===== config.mk =====
export PLATFORM = sky130hd
export DESIGN_NAME = regs_write_arbiter
export DESIGN_NICKNAME = d
export VERILOG_FILES = /design/src/rtl/regs_arb_pkg.sv /design/src/rtl/rr_arbiter.sv /design/src/rtl/regs_write_arbiter.sv
export SDC_FILE = /design/constraint.sdc
export NUM_CORES = 1
export LEC_CHECK = 0
export BUFFER_PORTS_ARGS = -buffer_cell sky130_fd_sc_hd__buf_4
export CORE_AREA = 5 5 126 128
export DETAILED_ROUTE_END_ITERATION = 8
export DIE_AREA = 0 0 131 133
export GPL_TIMING_DRIVEN = 0
export HOLD_SLACK_MARGIN = 0.05
export PLACE_DENSITY = 0.7
export SLEW_MARGIN = 5
export SYNTH_ARGS = -nofsm -noshare
export SYNTH_HDL_FRONTEND = slang
export SYNTH_SLANG_ARGS = --single-unit

===== constraint.sdc =====
create_clock -name clk -period 2.41 [get_ports clk]
set_clock_uncertainty 0.2 [all_clocks]
set_input_delay 0.482 -clock clk [delete_from_list [all_inputs] [get_ports clk]]
set_output_delay 0.482 -clock clk [all_outputs]
set_load 0.01 [all_outputs]

===== src/rtl/regs_arb_pkg.sv =====
// Shared types and helpers for the register-file write-port arbiter.
package regs_arb_pkg;

  // Arbiter control states: hold idle until the register file is ready, then grant.
  typedef enum logic {
    ST_WAIT_RDY = 1'b0,
    ST_RUN      = 1'b1
  } state_e;

  // Ceiling log2, used to size round-robin pointers and grant indices.
  function automatic int unsigned clog2(input int unsigned n);
    int unsigned r;
    r = 0;
    while ((64'd1 << r) < 64'(n)) begin
      r = r + 1;
    end
    return r;
  endfunction

endpackage


===== src/rtl/rr_arbiter.sv =====
// Combinational round-robin arbiter: first set request at or after ptr wins,
// wrapping to the lowest set request otherwise.
module rr_arbiter #(
  parameter int unsigned N     = 4,
  parameter int unsigned PTR_W = 2
) (
  input  logic [N-1:0]     req,
  input  logic [PTR_W-1:0] ptr,
  input  logic             en,
  output logic [N-1:0]     gnt,
  output logic [PTR_W-1:0] gnt_idx
);

  logic             w_hi_hit;
  logic             w_lo_hit;
  logic [PTR_W-1:0] w_hi_idx;
  logic [PTR_W-1:0] w_lo_idx;

  // Lowest request at/after ptr and lowest request overall (descending scan keeps the lowest).
  always_comb begin
    w_hi_hit = 1'b0;
    w_lo_hit = 1'b0;
    w_hi_idx = '0;
    w_lo_idx = '0;
    for (int i = N - 1; i >= 0; i--) begin
      if (req[i]) begin
        w_lo_hit = 1'b1;
        w_lo_idx = PTR_W'(i);
        if (PTR_W'(i) >= ptr) begin
          w_hi_hit = 1'b1;
          w_hi_idx = PTR_W'(i);
        end
      end
    end
  end

  // Pick the wrapped winner and expand it to a one-hot grant.
  always_comb begin
    gnt     = '0;
    gnt_idx = '0;
    if (en && w_lo_hit) begin
      gnt_idx = w_hi_hit ? w_hi_idx : w_lo_idx;
      gnt     = N'(1) << gnt_idx;
    end
  end

endmodule


===== src/rtl/regs_write_arbiter.sv =====
// Round-robin arbiter sharing the register-file write port among NUM_REQ requesters.
// The write port is driven from registers; idle cycles present an out-of-range address
// so the register file never commits spurious writes.
module regs_write_arbiter
  import regs_arb_pkg::*;
#(
  parameter int unsigned BUS_WIDTH = 32,
  parameter int unsigned REGS_NUM  = 16,
  parameter int unsigned NUM_REQ   = 4
) (
  input  logic                         clk,
  input  logic                         reset,
  input  logic [NUM_REQ-1:0]           req_valid,
  input  logic [NUM_REQ*BUS_WIDTH-1:0] req_addr,
  input  logic [NUM_REQ*BUS_WIDTH-1:0] req_data,
  output logic [NUM_REQ-1:0]           req_ready,
  input  logic                         regs_ready,
  output logic [BUS_WIDTH-1:0]         regs_addr_write,
  output logic [BUS_WIDTH-1:0]         regs_data_write,
  output logic [NUM_REQ-1:0]           oor_err,
  output logic                         busy
);

  localparam int unsigned PTR_W = (NUM_REQ > 1) ? clog2(NUM_REQ) : 1;
  localparam logic [BUS_WIDTH-1:0] IDLE_ADDR = {BUS_WIDTH{1'b1}};
  localparam logic [BUS_WIDTH-1:0] RANGE_END = BUS_WIDTH'(REGS_NUM);

  state_e               r_state;
  state_e               w_state_nxt;
  logic                 w_arb_en;
  logic [PTR_W-1:0]     r_rr_ptr;
  logic [NUM_REQ-1:0]   w_gnt;
  logic [PTR_W-1:0]     w_gnt_idx;
  logic                 w_grant;
  logic [BUS_WIDTH-1:0] w_sel_addr;
  logic [BUS_WIDTH-1:0] w_sel_data;
  logic                 w_in_range;
  logic [BUS_WIDTH-1:0] r_addr_write;
  logic [BUS_WIDTH-1:0] r_data_write;
  logic [NUM_REQ-1:0]   r_oor_err;
  logic                 r_busy;

  // State register.
  always_ff @(posedge clk or posedge reset) begin
    if (reset) begin
      r_state <= ST_WAIT_RDY;
    end else begin
      r_state <= w_state_nxt;
    end
  end

  // Next state; arbitration is enabled only while running with the register file ready.
  always_comb begin
    w_state_nxt = r_state;
    w_arb_en    = 1'b0;
    case (r_state)
      ST_WAIT_RDY: begin
        if (regs_ready) begin
          w_state_nxt = ST_RUN;
        end
      end
      ST_RUN: begin
        if (!regs_ready) begin
          w_state_nxt = ST_WAIT_RDY;
        end else begin
          w_arb_en = 1'b1;
        end
      end
      default: begin
        w_state_nxt = ST_WAIT_RDY;
      end
    endcase
  end

  rr_arbiter #(
    .N     (NUM_REQ),
    .PTR_W (PTR_W)
  ) u_rr_arbiter (
    .req     (req_valid),
    .ptr     (r_rr_ptr),
    .en      (w_arb_en),
    .gnt     (w_gnt),
    .gnt_idx (w_gnt_idx)
  );

  assign w_grant   = |w_gnt;
  assign req_ready = w_gnt;

  // Mux the granted requester's address and data.
  always_comb begin
    w_sel_addr = '0;
    w_sel_data = '0;
    for (int i = 0; i < int'(NUM_REQ); i++) begin
      if (w_gnt[i]) begin
        w_sel_addr = req_addr[i*BUS_WIDTH +: BUS_WIDTH];
        w_sel_data = req_data[i*BUS_WIDTH +: BUS_WIDTH];
      end
    end
  end

  // Full-width compare so set upper bits can never alias onto a valid register.
  assign w_in_range = (w_sel_addr < RANGE_END);

  // Round-robin pointer: start next search just past the last winner.
  always_ff @(posedge clk or posedge reset) begin
    if (reset) begin
      r_rr_ptr <= '0;
    end else if (w_grant) begin
      if (w_gnt_idx == PTR_W'(NUM_REQ - 1)) begin
        r_rr_ptr <= '0;
      end else begin
        r_rr_ptr <= w_gnt_idx + PTR_W'(1);
      end
    end
  end

  // Write-port register: granted in-range write, otherwise idle; out-of-range grants are dropped and flagged.
  always_ff @(posedge clk or posedge reset) begin
    if (reset) begin
      r_addr_write <= IDLE_ADDR;
      r_data_write <= '0;
      r_oor_err    <= '0;
      r_busy       <= 1'b0;
    end else begin
      r_addr_write <= IDLE_ADDR;
      r_data_write <= '0;
      r_oor_err    <= '0;
      r_busy       <= w_grant;
      if (w_grant) begin
        if (w_in_range) begin
          r_addr_write <= w_sel_addr;
          r_data_write <= w_sel_data;
        end else begin
          r_oor_err <= w_gnt;
        end
      end
    end
  end

  assign regs_addr_write = r_addr_write;
  assign regs_data_write = r_data_write;
  assign oor_err         = r_oor_err;
  assign busy            = r_busy;

endmodule


## After elaboration in Yosys (flattened, before gate mapping)

Cells that the tools add are included.

| word-level totals | value |
|---|---|
| register bits | 72 |
| input port bits | 263 |
| output and inout port bits | 73 |
| word-level logic and storage cells | 60 |

| cells by class | value |
|---|---|
| $add $sub $neg | 1 |
| magnitude comparators | 5 |
| equal/unequal tests | 1 |
| shift operators | 1 |
| muxes and demuxes | 44 |
| reduce and logical (&&, ||, !) cells | 2 |

Operator list:

| kind | count |
|---|---|
| 32-bit 2-to-1 mux | 12 |
| 32-bit by 5-bit less-than comparator with 1-bit output, second input constant | 1 |
| 2-bit 2-to-1 mux | 15 |
| 1-bit 2-to-1 mux | 14 |
| 4-bit 2-to-1 mux | 3 |
| 1-bit by 2-bit greater-or-equal comparator with 1-bit output, first input constant | 2 |
| 2-bit greater-or-equal comparator, first input constant | 2 |
| 4-bit OR reduction | 1 |
| 1-bit by 2-bit << shifter with 4-bit output, first input constant | 1 |
| 2-bit by 1-bit adder with 2-bit output, second input constant | 1 |
| 2-bit == test, second input constant | 1 |
| 1-bit logical AND | 1 |

## Logic depth before layout (Yosys ltp)

| depth | value |
|---|---|
| depth after elaboration | 19 |
| depth in mapped cells | 11 |
| depth with buffers taken out | 8 |

## Cells and area by module

From an unflattened synthesis, not the netlist that was laid out.

| unflattened totals | value |
|---|---|
| cell total of the unflattened synthesis | 400 |
| area, all modules | 4221.5 sq um |

By module, submodules not included:

| module | instances | cells an instance | area an instance (sq um) | seq. area each (sq um) |
|---|---|---|---|---|
| regs_write_arbiter | 1 | 379 | 4045.1 | 1841.8 |
| rr_arbiter | 1 | 21 | 176.4 | 0.0 |

## Worst setup path after synthesis

OpenSTA, ideal clock, no wires.

| path | value |
|---|---|
| path kind | input to register |
| start | in req_valid[2] |
| end | reg r_data_write[2] (netlist: regs_data_write[2]) |
| library setup time | 0.096 ns |
| arrival | 2.426 ns |
| required time | 2.114 ns |
| path slack | -0.312 ns |
| cell stages on the path | 9 |
| path buffers | 2 |
| path through | nor2b_1 > or4b_1 > buf_4 > a21oi_2 > o21ai_2 > a221oi_4 > a31oi_4 > buf_6 > nor4_2 |

| on the way | value |
|---|---|
| longest elaborated chain between the ends | 15 |
| elaborated cells between the ends (all ways) | 32 |
| those cells by class | order compare: 1; shift: 1; mux: 28; reduce/logical: 2 |

Ends and longest elaborated chain:

| item | line | text |
|---|---|---|
| from (decl) | regs_write_arbiter.sv:13 | `input logic [NUM_REQ-1:0] req_valid,` |
| 2-bit 2-to-1 mux / 1-bit 2-to-1 mux (equally long branches) | rr_arbiter.sv:26 | `if (req[i]) begin` |
| 2-bit 2-to-1 mux / 1-bit 2-to-1 mux (equally long branches) | rr_arbiter.sv:29 | `if (PTR_W'(i) >= ptr) begin` |
| 2-bit 2-to-1 mux / 1-bit 2-to-1 mux (equally long branches) | rr_arbiter.sv:26 |  |
| 2-bit 2-to-1 mux / 1-bit 2-to-1 mux (equally long branches) | rr_arbiter.sv:29 |  |
| 2-bit 2-to-1 mux / 1-bit 2-to-1 mux (equally long branches) | rr_arbiter.sv:26 |  |
| 2-bit 2-to-1 mux | rr_arbiter.sv:42 | `gnt_idx = w_hi_hit ? w_hi_idx : w_lo_idx;` |
| 1-bit by 2-bit << shifter with 4-bit output | rr_arbiter.sv:43 | `gnt = N'(1) << gnt_idx;` |
| 4-bit 2-to-1 mux * | rr_arbiter.sv:41 | `if (en && w_lo_hit) begin` |
| 32-bit 2-to-1 mux (4 in a row) | regs_write_arbiter.sv:94 | `if (w_gnt[i]) begin` |
| 32-bit by 5-bit less-than comparator with 1-bit output | regs_write_arbiter.sv:102 | `assign w_in_range = (w_sel_addr < RANGE_END);` |
| 32-bit 2-to-1 mux | regs_write_arbiter.sv:130 | `if (w_in_range) begin` |
| 32-bit 2-to-1 mux * | regs_write_arbiter.sv:129 | `if (w_grant) begin` |
| to (signal assigned) | regs_write_arbiter.sv:132 | `r_data_write <= w_sel_data;` |
| to (decl) | regs_write_arbiter.sv:39 | `logic [BUS_WIDTH-1:0] r_data_write;` |

Mark *: on every way between the ends. The rest lies on a longest branch, timed or not.
A chain may end at the register's enable or synchronous reset.

## Worst setup path after layout

| path | value |
|---|---|
| start | reg r_rr_ptr[0] |
| end | reg r_data_write[21] (netlist: regs_data_write[21]) |

| on the way | value |
|---|---|
| longest elaborated chain between the ends | 19 |
| elaborated cells between the ends (all ways) | 35 |
| those cells by class | order compare: 5; shift: 1; mux: 28; reduce/logical: 1 |

Ends and longest elaborated chain:

| item | line | text |
|---|---|---|
| from (decl) | regs_write_arbiter.sv:31 | `logic [PTR_W-1:0] r_rr_ptr;` |
| from (signal assigned) | regs_write_arbiter.sv:112 | `r_rr_ptr <= w_gnt_idx + PTR_W'(1);` |
| 2-bit greater-or-equal comparator | rr_arbiter.sv:29 |  |
| 2-bit 2-to-1 mux / 1-bit 2-to-1 mux (equally long branches) | rr_arbiter.sv:29 |  |
| 2-bit 2-to-1 mux / 1-bit 2-to-1 mux (equally long branches) | rr_arbiter.sv:26 |  |
| 2-bit 2-to-1 mux / 1-bit 2-to-1 mux (equally long branches) | rr_arbiter.sv:29 |  |
| 2-bit 2-to-1 mux / 1-bit 2-to-1 mux (equally long branches) | rr_arbiter.sv:26 |  |
| 2-bit 2-to-1 mux / 1-bit 2-to-1 mux (equally long branches) | rr_arbiter.sv:29 |  |
| 2-bit 2-to-1 mux / 1-bit 2-to-1 mux (equally long branches) | rr_arbiter.sv:26 |  |
| 2-bit 2-to-1 mux / 1-bit 2-to-1 mux (equally long branches) | rr_arbiter.sv:29 |  |
| 2-bit 2-to-1 mux / 1-bit 2-to-1 mux (equally long branches) | rr_arbiter.sv:26 |  |
| 2-bit 2-to-1 mux * | rr_arbiter.sv:42 |  |
| 1-bit by 2-bit << shifter with 4-bit output * | rr_arbiter.sv:43 |  |
| 4-bit 2-to-1 mux * | rr_arbiter.sv:41 |  |
| 32-bit 2-to-1 mux (4 in a row) | regs_write_arbiter.sv:94 |  |
| 32-bit by 5-bit less-than comparator with 1-bit output | regs_write_arbiter.sv:102 |  |
| 32-bit 2-to-1 mux | regs_write_arbiter.sv:130 |  |
| 32-bit 2-to-1 mux * | regs_write_arbiter.sv:129 |  |

Marked as above.

==> results.tsv <==
metric	value	unit
grt_start_max_net_pins	41	
dpl.cell_count	1013	
synthesis.instances	489	
post-synth-top-area-fraction	22.5	%
fmax	359	MHz
yosysSeqAreaShare	41.4	%
worst_slew_margin_rel	50.5	%
grt_usage	23.3	%
power.ir.vdd_worst	0.325	mV
postLayoutCoreUtil	58.5	%
hpwlAfterDp	16500	um
crit_path_start	r_rr_ptr[0]	
finalCritPeriodShare	115	%
cts.hold.buffers_added	0	
coreArea	14800	um2
violations_in_the_final_reports	setup timing	
layout.cells.non_filler	1071	
first_global_vias	5712	
post_synthesis_register_bit_count	72	
antenna_found_initial	0	
cpPeakStageDelay	0.56	ns
drtAntennaViolNets	0	
timing.critical_path.from_type	register	
leakagePower	3.87	nW
synth_largest_area_cell	dfrtp_1	
worst_setup_path_end_kind	register	
cts.reportedPaths.clkPinSlew	0.06	ns
crit_chain	nor2b_4, or4_4, buf_8, nand2_8, buf_8, o221ai_2, o211ai_1, buf_4, o2111ai_4, buf_12, buf_6, nor4_4	
fillCellCount	1334	
synth_enable_flop_cells	0	
worst-setup-path-type	reg -> reg	
starting_utilization_of_the_core_area	30.2	%
post_drt_wl_per_cell	20.0	um
via_per_inst	5.24	
setup_violations	72	
first_pass_detailed_route_iteration_total	5	
finalSetupTns	-23.94	ns
finalWorstPathRequiredPeriod	2.78	ns
tritoncts	done	
global_route_wire_length_before_repair	31200	um
max_slew.worst_pin.slew	0.740	ns
ys_dominant_reg_cell	dfrtp_1	
critical_path_arrival	2.82	ns
layout-drive-gt1-share	62.1	%
timing.final.max_slew_violations	0	
totalWireLength	21400	um
netlist_area	4450	um2
worst_r2r_endpoint	regs_data_write[21]	
power_density_relative_to_cell_area	610	nW/um2
drt_iter0_markers	359	
r2r-start	r_rr_ptr[0]	
synth_warnings	0	
asyncSetResetFlopFracSynth	100	%
clock_tree.root_cell	clkbuf_16	
hold_violations	0	
cts_sinks	72	
floorplan.rows	45	
antenna_cells_inserted	0	
worstHoldPathType	in -> async	
part_of_the_power_in_registers	24.9	%
placement.cell_area	7390	um2
clock_latency	0.33	ns
vias	5611	
rrSetupSlack	-0.37	ns
residual_overflow_from_global_routing	0	
intPower	3.39	mW
numCtsBuffers	9	
netSwitchingFraction	35.7	%
cp_max_fo	10	
max-clock-path-buffers	2	
pwr-share-comb	47.5	%
power.share.clock	27.6	%
floorplan.die.height	133	um
synth.lib_cells_used.distinct	54	
ios	336	
worst_slack	-0.373	ns
synthesis.nets	752	
place_congestion	0.880	
grt_setup_unrepaired	true	
synth_area_leaders	dfrtp_1, dfstp_2, nor4_2, a22o_1, nand2_1	
non_filler_cell_area_final	8630	um2
timing.reg2reg.worst_path_depth	12	
post-layout-total-power	5.26	mW
final_nets	1141	
drc_errors	0	
dieArea	17400	um2
slowest_stage	or4_4	
maxCapViolations	0	
worst_ep_required_time	2.44	ns
avgSynthCellArea	9.11	um2
outcome	complete, but fails checks	
cp_common_cell	buf_8	
dieWidth	131	um
cts.htree.levels	3	
port-buffer-count	335	
net-switching-power	1.88	mW
area_growth	93.9	%
==> area by class of cell <==
class	instances	area, um2	share of cell area [%]
flip-flops and latches	72	1840	21.4
multi-input cells	361	2730	31.7
clock inverters	7	100	1.16
well taps	188	235	2.72
inverters	7	32.5	0.377
repair buffers	379	2990	34.6
clock buffers	9	225	2.61
plain buffers	48	474	5.49
==> worst max path at each step <==
| stage | end | cells past startpoint | slack, ns |
|---|---|---|---|
| final | regs_data_write[21] | 12 | -0.37 |
| after global routing | regs_data_write[20] | 12 | -0.49 |
| after CTS | oor_err[2] | 11 | -0.34 |
| after detailed placement | regs_addr_write[7] | 9 | -1.04 |
| after global placement | regs_data_write[24] | 10 | -1.05 |
| after floorplan | regs_data_write[2] | 9 | -0.23 |
==> worst max-delay path, delay by kind of cell, from the launching register on <==
family / cells / cell delay, ns
buffers and inverters: 5 / 0.77
AOI/OAI and AO/OA: 3 / 0.34
DFF: 1 / 0.41
and+or+nand+nor: 4 / 0.96
==> registers in the layout, summed over array words and instances (netlist names) <==
register	count
regs_addr_write	32
regs_data_write	32
oor_err	4
r_rr_ptr	2
busy	1
r_state	1
==> routing by layer <==
metal  routed length, um  vias up  track usage [%]
met4                 521        0             7.37
met2               11700      270             43.3
met3                1460       40             4.20
met5                   0        -                0
li1                    -     2632                -
met1                7720     2669             26.4
==> placed cells by master (no fill, tap or decap), types with 17 or more instances in the layout <==
master / n
buf_4: 364
nand2_1: 75
dfrtp_1: 38
a21oi_1: 37
nand4_1: 34
a22o_1: 33
dfstp_2: 32
o21ai_0: 26
buf_6: 20
nor4_2: 17
==> synthesized netlist by cell type, types with 4 or more instances <==
cell      count
a21oi_1      42
a31oi_1       7
a22o_1       33
nor3_1       11
dfstp_2      32
nand2_1      77
o22a_1        4
o21ai_1      10
nor2b_1       4
dfrtp_1      40
nor2_1       13
nor4_1       16
nor4_2       31
clkbuf_1     22
nand3_1      13
inv_1         6
buf_6         4
nand4_1      34
buf_2        21
o21ai_0      28
==> per-stage QoR <==
step	hold slack [ns]	worst slack [ns]
after detailed placement	0.356	-1.04
after global routing	0.0631	-0.487
after global placement	0.361	-1.05
final	0.0701	-0.373
after CTS	0.0684	-0.343
after floorplan	0.303	-0.230
==> timing repair <==
item / CTS / global route
gates resized for setup: 86 / 36
setup endpoints to repair: 74 / 72
setup buffers: 30 / 9
pin swaps: 28 / 12
gates cloned: 2 / 2
endpoints found under the hold margin: 0 / 0
==> power by group through the flow <==
| stage | registers, mW | clock network, mW | logic, mW |
|---|---|---|---|
| final | 1.31 | 1.45 | 2.50 |
| after CTS | 1.31 | 1.48 | 2.32 |
| after global placement | 1.33 | 0 | 1.89 |
| after detailed placement | 1.33 | 0 | 1.90 |
| after global routing | 1.32 | 1.54 | 2.66 |
| after floorplan | 1.35 | 0 | 1.11 |
==> cell families after synthesis <==
group | after synthesis | share of synthesized area [%]
AND/OR/NAND/NOR | 212 | 28.9
flip-flops | 72 | 41.4
multiplexers | 2 | 0.478
buffers and inverters | 56 | 6.07
AO/OA/AOI/OAI | 147 | 23.2
(Power assumes the default switching activity.)
